File: src/rtl/dram_arbiter.sv
// dram_arbiter: round-robin arbiter sharing one data memory between
// the core load/store port (m0) and a second bus master (m1).
module dram_arbiter #(
    parameter int ADDR_W = 32,
    parameter int DATA_W = 32
) (
    input  logic              clk,
    input  logic              reset,
    input  logic              m0_req,
    input  logic              m0_write,
    input  logic [ADDR_W-1:0] m0_addr,
    input  logic [DATA_W-1:0] m0_wdata,
    output logic [DATA_W-1:0] m0_rdata,
    output logic              m0_ack,
    input  logic              m1_req,
    input  logic              m1_write,
    input  logic [ADDR_W-1:0] m1_addr,
    input  logic [DATA_W-1:0] m1_wdata,
    output logic [DATA_W-1:0] m1_rdata,
    output logic              m1_ack,
    output logic              dram_read,
    output logic              dram_write,
    output logic [ADDR_W-1:0] dram_addr,
    output logic [DATA_W-1:0] dram_data_out,
    input  logic [DATA_W-1:0] dram_data_in,
    output logic              busy
);

    typedef enum logic [1:0] {
        IDLE,
        ACCESS,
        RELEASE
    } state_t;

    state_t            state_q, state_d;
    logic              owner_q, owner_d;
    logic              last_q, last_d;
    logic              write_q, write_d;
    logic [ADDR_W-1:0] addr_q, addr_d;
    logic [DATA_W-1:0] wdata_q, wdata_d;
    logic [DATA_W-1:0] rdata0_q, rdata0_d;
    logic [DATA_W-1:0] rdata1_q, rdata1_d;
    logic              ack0_q, ack0_d;
    logic              ack1_q, ack1_d;
    logic              grant1;

    always_comb begin
        state_d  = state_q;
        owner_d  = owner_q;
        last_d   = last_q;
        write_d  = write_q;
        addr_d   = addr_q;
        wdata_d  = wdata_q;
        rdata0_d = rdata0_q;
        rdata1_d = rdata1_q;
        ack0_d   = 1'b0;
        ack1_d   = 1'b0;
        grant1   = 1'b0;
        unique case (state_q)
            IDLE: begin
                if (m0_req || m1_req) begin
                    // On a tie the master that did not go last wins
                    grant1  = (m0_req && m1_req) ? ~last_q : m1_req;
                    owner_d = grant1;
                    write_d = grant1 ? m1_write : m0_write;
                    addr_d  = grant1 ? m1_addr  : m0_addr;
                    wdata_d = grant1 ? m1_wdata : m0_wdata;
                    state_d = ACCESS;
                end
            end
            ACCESS: begin
                if (!write_q) begin
                    if (owner_q) rdata1_d = dram_data_in;
                    else         rdata0_d = dram_data_in;
                end
                ack0_d  = ~owner_q;
                ack1_d  = owner_q;
                state_d = RELEASE;
            end
            RELEASE: begin
                last_d  = owner_q;
                state_d = IDLE;
            end
            default: state_d = IDLE;
        endcase
    end

    always_ff @(posedge clk) begin
        if (!reset) begin
            state_q  <= IDLE;
            owner_q  <= 1'b0;
            last_q   <= 1'b1;
            write_q  <= 1'b0;
            addr_q   <= '0;
            wdata_q  <= '0;
            rdata0_q <= '0;
            rdata1_q <= '0;
            ack0_q   <= 1'b0;
            ack1_q   <= 1'b0;
        end else begin
            state_q  <= state_d;
            owner_q  <= owner_d;
            last_q   <= last_d;
            write_q  <= write_d;
            addr_q   <= addr_d;
            wdata_q  <= wdata_d;
            rdata0_q <= rdata0_d;
            rdata1_q <= rdata1_d;
            ack0_q   <= ack0_d;
            ack1_q   <= ack1_d;
        end
    end

    assign dram_read     = (state_q == ACCESS) && !write_q;
    assign dram_write    = (state_q == ACCESS) &&  write_q;
    assign dram_addr     = addr_q;
    assign dram_data_out = wdata_q;
    assign m0_rdata      = rdata0_q;
    assign m1_rdata      = rdata1_q;
    assign m0_ack        = ack0_q;
    assign m1_ack        = ack1_q;
    assign busy          = (state_q != IDLE);

endmodule
File: config.mk
export PLATFORM = sky130hd
export DESIGN_NAME = dram_arbiter
export DESIGN_NICKNAME = d
export VERILOG_FILES = /design/src/rtl/dram_arbiter.sv
export SDC_FILE = /design/constraint.sdc
export NUM_CORES = 1
export LEC_CHECK = 0
export CORE_AREA = 5 5 112 114
export DETAILED_ROUTE_END_ITERATION = 10
export DIE_AREA = 0 0 117 119
export DONT_BUFFER_PORTS = 1
export HOLD_SLACK_MARGIN = 0.02
export PLACE_DENSITY = 0.67
export SYNTH_ARGS = -nofsm -noshare
export SYNTH_HDL_FRONTEND = slang
export SYNTH_SLANG_ARGS = --single-unit
File: constraint.sdc
create_clock -name clk -period 1.4 [get_ports clk]
set_input_delay 0.28 -clock clk [delete_from_list [all_inputs] [get_ports clk]]
set_output_delay 0.28 -clock clk [all_outputs]
set_load 0.1 [all_outputs]
# == After elaboration in Yosys (flattened, before gate mapping) ==
# Index checks and enable logic that the tools add are counted.
# op_classes
eq_ne,3
muxes,6
bitwise,3
n_reduce_logical,11
# op_table
op,count
$mux 32,2
$reduce_and 3->1,2
$pmux 2 s2,1
$reduce_and 2->1,2
$logic_and 1x1->1,3
$not 1->1,3
$eq 2x1->1 const B,1
$eq 2x2->1 const B,1
$logic_not 2->1,1
$mux 1,2
$mux 2,1
$ne 2x2->1 const B,1
$reduce_bool 2->1,1
$logic_not 1->1,1
$logic_or 1x1->1,1
# totals
reg_bits,135
inputBits,166
output_inout_bits,133

# == Logic depth before layout (Yosys ltp) ==
# logic_depth
word_depth,3
ltp_mapped,6

# == Least setup slack after synthesis ==
# OpenSTA, ideal clock, no wires.
# synth_path
kind,register to output
start,register state_q[0]
end,output dram_read
t_arrival_ns,1.908
required_ns,1.120
path_slack_ns,-0.788
stages_incl_launch_ff,3
cell_sequence,dfxtp_1 nor2b_1 nor2b_1
# synth_between
elab_chain_len,2
# synth_rtl
item,line_no,source
start: declaration,35,"state_t state_q, state_d;"
start signal: assignment,101,state_q <= state_d;
$eq 2x1->1,114,assign dram_read = (state_q == ACCESS) && !write_q;
$logic_and 1x1->1,114,
end: declaration,21,"output logic dram_read,"
# No other way between the ends.

# == Final worst setup path ==
# layout_path
start,register state_q[1]
end,"register rdata1_q[18], in the netlist m1_rdata[18]"
# layout_between
elab_chain_len,2
# layout_rtl
item,line_no,source
$eq 2x1->1,59,unique case (state_q)
$reduce_and 3->1 (no line),-,
end signal: assignment,108,rdata1_q <= rdata1_d;
end: declaration,42,"logic [DATA_W-1:0] rdata1_q, rdata1_d;"
# No other way between the ends.
# A chain may end at the register's enable or synchronous reset.

==> results_dict.tcl <==
set metrics [dict create \
    switching_share 0.393 \
    grt_pass1_vias 6224 \
    cp_max_fo 6 \
    cp_cell_sequence "buf_6 -> buf_4 -> nor4bb_4 -> buf_6 -> buf_8 -> buf_8 -> nand3_2 -> o21ai_1" \
    reg2reg_to "m1_rdata[18]" \
    synth_ff_type "dfxtp_1" \
    p_leak_nw 3.87 \
    initial_utilization 0.498 \
    drc 0 \
    synth_area_per_cell_um2 8.29 \
    die_y_um 119 \
    final-max-slew-violation-count 0 \
    antenna_found_initial 0 \
    vias 6637 \
    timing.rr.start "state_q[1]" \
    placed_area_um2 6810 \
    synth_seq_cells 135 \
    crit_start "state_q[1]" \
    finalHoldViolCount 0 \
    setup_viol 132 \
    cts_max_level 4 \
    peakVddDrop_mv 1.10 \
    syn_area_um2 5640 \
    pwr-share-clk 0.313 \
    yosysSeqAreaShare 0.479 \
    dp_hpwl_um 12200 \
    cts_sinks 135 \
    place_congestion 0.886 \
    track_usage 0.290 \
    synthArstFlopShare 0 \
    drt_first_iter_violations 630 \
    critPathMaxStageDelay_ns 0.32 \
    synth_top_area_frac 0.479 \
    r2r_slack_ns -0.23 \
    routed_wl_um 26600 \
    netlist_top_cells_count "nand2_1 (195), dfxtp_1 (135), a21oi_1 (66), a311oi_1 (65), nand3_1 (57)" \
    io_buffers 0 \
    final_area_um2 9500 \
    timing.final.crit_period_ns 1.63 \
    r2r_cells 8 \
    cp-start-kind "flop" \
    layout-drive-gt1-share 0.413 \
    status "finished, violations left" \
    combPwrFrac 0.357 \
    p_total_mw 13.2 \
    ys_warn_count 0 \
    die_w_um 117 \
    fin_crit_sh 1.17 \
    synth.most_common_cell "nand2_1" \
    synth-edff-count 0 \
    syn_nets 847 \
    max_freq_mhz 613 \
    worstSkewPairLatency_ns 0.42 \
    timing.slew.headroom 0.149 \
    ant_nets 0 \
    p_int_mw 8.00 \
    power.switching_mw 5.17 \
    clkTransAtPathRegs_ns 0.06 \
    fin_util 0.839 \
    ys_types 28 \
    overflow 0 \
    core_area_um2 11300 \
    area_delta_synth_final_pct 68.4 \
    cts_tree "done" \
    fin_skew_ns 0.0130 \
    violations "setup timing" \
    cts_buffers 17 \
    syn_inst 681 \
    wl_per_cell_um 25.4 \
    crit_end "m1_rdata[18]" \
    viasPerCell 6.32 \
    dr.pass1.iters 5 \
    cap_violations 0 \
    end_kind "flop" \
    sequentialPowerShare 0.330 \
    worstPathArrival_ns 1.96 \
    worstMarginPinSlew_ns 1.28 \
    cts-root-buf "clkbuf_16" \
    design.die.area_um2 13900 \
    synth_top_area_cell "dfxtp_1" \
    rsz0062_at_grt "yes" \
    fp-row-count 39 \
    clock_path_buffers 2 \
    nets 1063 \
    crit_slowest_cell "dfxtp_2" \
    grt_pass1_wl_um 31900 \
    required_ns 1.73 \
    setup_ws_ns -0.232 \
    grt_max_degree 97 \
    pwr_density_cell_nw_per_um2 1390 \
    critPathKind "reg -> reg" \
    hp-class "in -> reg" \
    io_pins 299 \
    ys_top_cells_by_area "dfxtp_1 (48%), nand2_1 (13%), a311oi_1 (10%)" \
]
-- registers in the layout, indices dropped and copies added, names as in the netlist --
| name | flops |
|---|---|
| dram_addr | 32 |
| dram_data_out | 32 |
| last_q | 1 |
| m0_ack | 1 |
| m0_rdata | 32 |
| m1_ack | 1 |
| m1_rdata | 32 |
| owner_q | 1 |
| state_q | 2 |
| write_q | 1 |
-- layout make-up --
class,instances,area (um2)
diodes,1,2.50
clock buffers,25,515
clock inverters,3,17.5
fillers,567,1820
inverters,2,10.0
multi-input cells,473,3190
flip-flops and latches,135,2710
well taps,143,179
repair buffers,268,2880
-- cells by family after synthesis --
kind of cell / count (synthesis) / share of synthesized area
simple gates: 274 / 0.210
mux: 1 / 0.00177
buf+inv: 73 / 0.0676
flops: 135 / 0.479
compound gates: 198 / 0.241
-- through the flow --
step	hold WS, ns	TNS (ns)	worst slack (ns)	instances
after floorplan	0.410	-1.04	-0.0137	681
after global placement	0.360	0	0.0188	905
after detailed placement	0.358	-0.0305	-0.0287	905
after CTS	0.0202	-2.73	-0.214	1016
after global routing	0.0226	-26.72	-0.283	1049
final	0.0315	-20.87	-0.232	1050
-- per-layer routing --
| metal | up-vias | GRT usage | share of wire |
|---|---|---|---|
| met3 | 128 | 0.0918 | 0.10 |
| li1 | 2844 | - | - |
| met2 | 507 | 0.492 | 0.51 |
| met1 | 3158 | 0.324 | 0.33 |
| met4 | 0 | 0.145 | 0.060 |
| met5 | - | 0 | 0 |
-- repair_timing --
action | CTS | global route
resized for setup | 31 | 152
pin swaps | 3 | 35
hold buffers | 75 | 0
endpoints found under the hold margin | 92 | 0
cloned | 3 | 23
endpoints found under the setup margin | 12 | 135
setup buffers | 5 | 10
-- how the worst min path moves through the flow --
stage,from,end,slack [ns],depth (start not counted)
2_1_floorplan,dram_data_in[0],m1_rdata[0],0.41,2
4_1_cts,m0_addr[19],dram_addr[19],0.02,2
5_1_grt,m0_addr[14],dram_addr[14],0.02,2
3_5_place_dp,reset,last_q,0.36,1
6_report,m0_addr[14],dram_addr[14],0.03,2
3_3_place_gp,reset,last_q,0.36,1
-- critical path, delay by kind of cell (launching register included) --
kind                   cells  cell delay (ns)
buffers and inverters      5             0.71
AOI/OAI and AO/OA          1             0.13
and+or+nand+nor            2             0.37
DFF                        1             0.32
-- power groups by stage --
stage          clock network [mW]  logic, mW  registers [mW]
2_1_floorplan                   0      0.952            6.45
3_3_place_gp                    0       3.70            4.37
3_5_place_dp                    0       3.75            4.38
4_1_cts                      4.08       4.10            4.31
5_1_grt                      4.28       4.84            4.36
6_report                     4.12       4.70            4.34
-- cells in the final DEF, fill, tap and decap left out, drive strengths merged --
cell type / count
or2: 1
nand2: 195
buf: 176
and2: 2
or4b: 1
dlygate4sd3: 74
inv: 2
dlymetal6s4s: 1
diode: 1
nor2b: 3
and3: 1
clkinv: 2
nand3: 65
nor3: 1
nand2b: 1
a21boi: 1
a21bo: 1
mux2i: 1
clkinvlp: 1
nor4bb: 1
clkbuf: 42
a311oi: 65
a21oi: 66
nor2: 3
dfxtp: 135
o21ai: 65
Power figures use the tool's default switching activity.
